[src/rtl/instruction_fetch_unit_pkg.sv]
// Shared processor definitions for the fetch stage.
// Holds the fetch state encoding, the default halt encoding and the NOP word.
package instruction_fetch_unit_pkg;

    typedef enum logic {
        RUN    = 1'b0,
        HALTED = 1'b1
    } fetch_state_t;

    localparam logic [31:0] HALT_WORD_DEFAULT = 32'hFFFF_FFFF;
    localparam logic [31:0] NOP_WORD          = 32'h0000_0000;
    localparam logic [31:0] PC_ALIGN_MASK     = 32'hFFFF_FFFC;
    localparam logic [31:0] PC_STEP           = 32'd4;

endpackage

[src/rtl/instruction_fetch_unit_if_id_register.sv]
// IF/ID pipeline register: holds the fetched word and its PC+4 for decode.
// Priority is Reset > clear > load; with neither clear nor load it holds.
import instruction_fetch_unit_pkg::*;

module if_id_register (
    input  logic        Clk,
    input  logic        Reset,
    input  logic        i_load,
    input  logic        i_clear,
    input  logic [31:0] i_instruction,
    input  logic [31:0] i_pcPlus4,
    output logic [31:0] o_instruction,
    output logic [31:0] o_pcPlus4,
    output logic        o_valid
);

    logic [31:0] r_instruction;
    logic [31:0] r_pcPlus4;
    logic        r_valid;

    // A clear turns the stage into a bubble holding the NOP encoding.
    always_ff @(posedge Clk) begin
        if (Reset || i_clear) begin
            r_instruction <= NOP_WORD;
            r_pcPlus4     <= 32'd0;
            r_valid       <= 1'b0;
        end else if (i_load) begin
            r_instruction <= i_instruction;
            r_pcPlus4     <= i_pcPlus4;
            r_valid       <= 1'b1;
        end
    end

    assign o_instruction = r_instruction;
    assign o_pcPlus4     = r_pcPlus4;
    assign o_valid       = r_valid;

endmodule

[src/rtl/instruction_fetch_unit.sv]
// Instruction fetch stage: drives the PC to instruction memory, feeds IF/ID,
// and handles stall, redirect and halt-on-HALT_WORD.
import instruction_fetch_unit_pkg::*;

module instruction_fetch_unit #(
    parameter logic [31:0] RESET_PC  = 32'h0000_0000,
    parameter logic [31:0] HALT_WORD = HALT_WORD_DEFAULT
) (
    input  logic        Clk,
    input  logic        Reset,
    output logic [31:0] ImemAddress,
    input  logic [31:0] ImemInstruction,
    input  logic        Stall,
    input  logic        Redirect,
    input  logic [31:0] RedirectTarget,
    output logic [31:0] IfIdInstruction,
    output logic [31:0] IfIdPCPlus4,
    output logic        IfIdValid,
    output logic        Halted,
    output logic [31:0] FetchCount
);

    fetch_state_t r_state;
    fetch_state_t w_stateNext;
    logic [31:0]  r_pc;
    logic [31:0]  w_pcNext;
    logic [31:0]  w_pcPlus4;
    logic [31:0]  r_fetchCount;
    logic [31:0]  w_fetchCountNext;
    logic         w_ifIdLoad;
    logic         w_ifIdClear;

    assign w_pcPlus4 = r_pc + PC_STEP;

    always_ff @(posedge Clk) begin
        if (Reset) begin
            r_state      <= RUN;
            r_pc         <= RESET_PC & PC_ALIGN_MASK;
            r_fetchCount <= 32'd0;
        end else begin
            r_state      <= w_stateNext;
            r_pc         <= w_pcNext;
            r_fetchCount <= w_fetchCountNext;
        end
    end

    // Redirect beats Stall; the halt check only applies on a normal advance.
    always_comb begin
        w_stateNext      = r_state;
        w_pcNext         = r_pc;
        w_fetchCountNext = r_fetchCount;
        w_ifIdLoad       = 1'b0;
        w_ifIdClear      = 1'b0;
        case (r_state)
            RUN: begin
                if (Redirect) begin
                    w_pcNext    = RedirectTarget & PC_ALIGN_MASK;
                    w_ifIdClear = 1'b1;
                end else if (Stall) begin
                    w_pcNext = r_pc;
                end else if (ImemInstruction == HALT_WORD) begin
                    w_stateNext = HALTED;
                    w_ifIdClear = 1'b1;
                end else begin
                    w_pcNext         = w_pcPlus4;
                    w_ifIdLoad       = 1'b1;
                    w_fetchCountNext = r_fetchCount + 32'd1;
                end
            end
            HALTED: begin
                w_stateNext = HALTED;
            end
            default: begin
                w_stateNext = RUN;
            end
        endcase
    end

    if_id_register u_ifIdRegister (
        .Clk           (Clk),
        .Reset         (Reset),
        .i_load        (w_ifIdLoad),
        .i_clear       (w_ifIdClear),
        .i_instruction (ImemInstruction),
        .i_pcPlus4     (w_pcPlus4),
        .o_instruction (IfIdInstruction),
        .o_pcPlus4     (IfIdPCPlus4),
        .o_valid       (IfIdValid)
    );

    assign ImemAddress = r_pc;
    assign Halted      = (r_state == HALTED);
    assign FetchCount  = r_fetchCount;

endmodule

[config.mk]
export PLATFORM = sky130hd
export DESIGN_NAME = instruction_fetch_unit
export DESIGN_NICKNAME = d
export VERILOG_FILES = /design/src/rtl/instruction_fetch_unit_pkg.sv /design/src/rtl/instruction_fetch_unit_if_id_register.sv /design/src/rtl/instruction_fetch_unit.sv
export SDC_FILE = /design/constraint.sdc
export NUM_CORES = 1
export LEC_CHECK = 0
export CORE_MARGIN = 3
export CORE_UTILIZATION = 51
export DETAILED_ROUTE_END_ITERATION = 10
export PLACE_DENSITY = 0.86
export SLEW_MARGIN = 20
export SYNTH_ARGS = -nofsm -noshare
export SYNTH_HDL_FRONTEND = slang
export SYNTH_HIERARCHICAL = 1
export SYNTH_SLANG_ARGS = --single-unit
export TNS_END_PERCENT = 1
[constraint.sdc]
create_clock -name Clk -period 6.1 [get_ports Clk]
set_clock_uncertainty 0.2 [all_clocks]
set_input_delay 1.83 -clock Clk [delete_from_list [all_inputs] [get_ports Clk]]
set_output_delay 1.83 -clock Clk [all_outputs]
set_load 0.02 [all_outputs]
==> results.md <==
* NetSw at roughly 0.00052 W
* Total gr overflow at 0
* M2 GR Usage at 46.9%
* Min-delay worst type: reg2reg
* Worst-path fanout max at 40
* Layout area overhead at 40.3%
* Critical Path Sink Type: register
* Power Total at 0.00228 W
* Mapped cell area at approximately 6400 um^2
* Reg2reg end: ImemAddress[30]
* Clk sink count at 128
* Register area share after synthesis at 40.1%
* Reg-to-reg startpoint: ImemAddress[2]
* Antenna-violating nets left at 0
* Critical path data required time at roughly 6200 ps
* Initial Util at 52.7%
* DR iter-0 viols at 660
* RSZ-0062 raised after global routing: no
* Layout cells sized above 1 at between 6 and 7%
* Yosys cell types at 62
* Slew margin rel. at 39.7%
* Die height at around 120 um
* CTS tree: yes
* R2R cell count at 6
* Pre-antenna DRT Iters at 6
* Root Buffer: clkbuf_16
* Top post-synthesis cells by count: 128 x dfxtp_1, 106 x nor2_1, 66 x mux2i_1
* Global route hottest layer: met2
* Hold Violations, Final at 0
* Number of enable flip-flop cells after synthesis at 0
* Most used DFF post-synth: dfxtp_1
* Final cell area excluding filler cells at 8960 um^2
* Clock insertion delay at the later pin of the skew report at between 400 and 500 ps
* Via Count at 6390
* I/O pin total at 198
* Cells after synthesis at 725
* Maximum vdd drop at 139 uV
* Worst Setup SP: ImemInstruction[30]
* Routability cong. at 0.871
* Setup violators final at 0
* Number of global-route vias before repair at 6295
* CP Capture Point: u_ifIdRegister/o_pcPlus4[8]
* Worst slew pin tran at 901 ps
* Avg WL per Cell at 18.1 um
* Hold_buf cts at 0
* Worst R2R Setup Slack at 3240 ps
* Placed inst area at 8300 um^2
* Core area at 12100 um^2
* Maxcap violations at 0
* Ant diodes at 0
* Ranking of synthesized cells by area: dfxtp_1 40%, mux2i_1 10%, nor2_1 6.2%
* FP Rows at 40
* Startpoint Class: input pin
* Tcrit/Tclk final at 69.7%
* GRT Resource Usage Total at a little over a quarter
* Avg Inst Size Synth at 8.80 um^2
* P_leak at 3.14 nW
* # H-tree levels at 4
* Status: completed
* Minimum clock period at 4250 ps
* I/O Buffers at a little under 200
* Gate power share at 10.9%
* Clock Pin Slew Worst Setup and Hold Paths at 50 ps
* Die X at 118 um
* Sequential share of power at 39.0%
* Kind of critical path: in2reg
* Residual DRC at 0
* Yosys reg bits at 128
* Switching Fraction at a little under a quarter
* Hpwl dp at 13300 um
* Crit path DAT at 4330 ps
* Layout net count at between 900 and 1000
* Clock Tree Buf Depth at 2
* First-pass GRT wire length at 31500 um
* Clk pwr share at 50.1%
* Most frequent cell after synthesis: dfxtp_1
* Pwr dens at between 200 and 300 nW/um^2
* CTS buffer count at 17
* Pin count of the biggest net entering global routing at 72
* TNS Setup at 0 ps
* GR Layer Usage met1 at 33.1%
* Post-Route WL at 19400 um
* Die Footprint at 13900 um^2
* Yosys top cell area share at 40.1%
* Yosys top cell by area: dfxtp_1
* Initial antenna violation count at 0
* Post-CTS setup buffers at 0
* Max Freq at 235 MHz
* Pins Over Slew Limit at 0
* Yosys warns at 6
* Vias per cell at 5.95
* Post-synthesis async set-or-reset flop share at 0%
* Post_cts resized at 0
* GR met3 Demand/Resource at 6.39%
* Cell Int Power at around 0.0018 W
## through the flow
stage	std cells	util [%]	hold WS, ps	setup WS (ps)
floorplan	728	-	341	2230
global placement	1042	68.5	247	1500
detailed placement	1042	68.5	259	1430
CTS	1074	73.9	272	1870
global route	1074	74.0	304	1710
finish	1074	74.0	270	1850
## critical path: stages
cell	delay (ps)
clkdlybuf4s50_1	480
nand4_1	160
nor4_2	330
buf_4	250
a31oi_1	100
nor2_1	100
or2_2	430
buf_4	510
nor2_1	110
## cell type report
cell class | count | area (um^2)
Clock inverter | 12 | 213
Fill cell | 889 | 3150
Inverter | 14 | 53.8
Clock buffer | 20 | 447
Timing Repair Buffer | 203 | 2010
Tap cell | 168 | 210
Sequential cell | 128 | 2560
Multi-Input combinational cell | 529 | 3460
## metal layers
| layer | vias up | share of wire, % |
|---|---|---|
| met3 | 40 | 8.3 |
| met5 | - | 0 |
| met4 | 0 | 2.0 |
| li1 | 2973 | - |
| met2 | 328 | 49 |
| met1 | 3049 | 40 |
## sequential cells by signal, summed over array words and instances, names as in the netlist
| register | count |
|---|---|
| FetchCount | 32 |
| ImemAddress | 30 |
| u_ifIdRegister/o_pcPlus4 | 32 |
| u_ifIdRegister/o_valid | 1 |
| u_ifIdRegister/o_instruction | 32 |
| Halted | 1 |
## power by group through the flow
stage / clock network (W) / registers [W] / logic (W)
2_1_floorplan: 0 / 0.000920 / 0.000117
3_3_place_gp: 0 / 0.000902 / 0.000239
3_5_place_dp: 0 / 0.000903 / 0.000244
4_1_cts: 0.00115 / 0.000886 / 0.000246
5_1_grt: 0.00119 / 0.000890 / 0.000264
6_report: 0.00114 / 0.000887 / 0.000248
## worst min-delay path by stage
stage | endpoint | cells past startpoint | slack, ps | from
after global placement | u_ifIdRegister/o_valid | 2 | 250 | u_ifIdRegister/o_valid
final | u_ifIdRegister/o_valid | 2 | 270 | u_ifIdRegister/o_valid
after floorplan | u_ifIdRegister/o_valid | 2 | 340 | u_ifIdRegister/o_valid
after CTS | u_ifIdRegister/o_valid | 2 | 270 | u_ifIdRegister/o_valid
after detailed placement | u_ifIdRegister/o_valid | 2 | 260 | u_ifIdRegister/o_valid
after global routing | u_ifIdRegister/o_valid | 2 | 300 | u_ifIdRegister/o_valid
## kinds of logic (layout without fill, tap and decap cells)
logic type | Yosys count | in the layout | synth area share (%)
simple gates | 282 | 282 | 22.3
compound gates | 133 | 133 | 14.6
flops | 128 | 128 | 40.1
mux | 71 | 71 | 11.2
buf+inv | 71 | 249 | 6.11
xor+xnor | 37 | 37 | 5.08
fa+ha+maj | 2 | 2 | 0.392
other cells | 1 | 4 | 0.0587
## cells in the final DEF, fill, tap and decap left out, types with 7 or more instances in the layout
cell type / count
nor3_1: 8
nand2_1: 46
or3_1: 8
o21ai_0: 16
a22oi_1: 8
xor2_1: 14
nor2b_1: 7
and4_1: 12
nand4_1: 21
clkbuf_16: 17
o31ai_1: 16
nor2_1: 106
inv_1: 12
buf_4: 9
mux2i_1: 66
o32ai_1: 10
nor4_1: 11
dfxtp_1: 128
a2bb2oi_1: 8
xnor2_1: 23
or4_1: 13
nand3_1: 22
a21oi_1: 31
clkdlybuf4s50_1: 191
No activity file was read; power rests on OpenSTA's default activity.
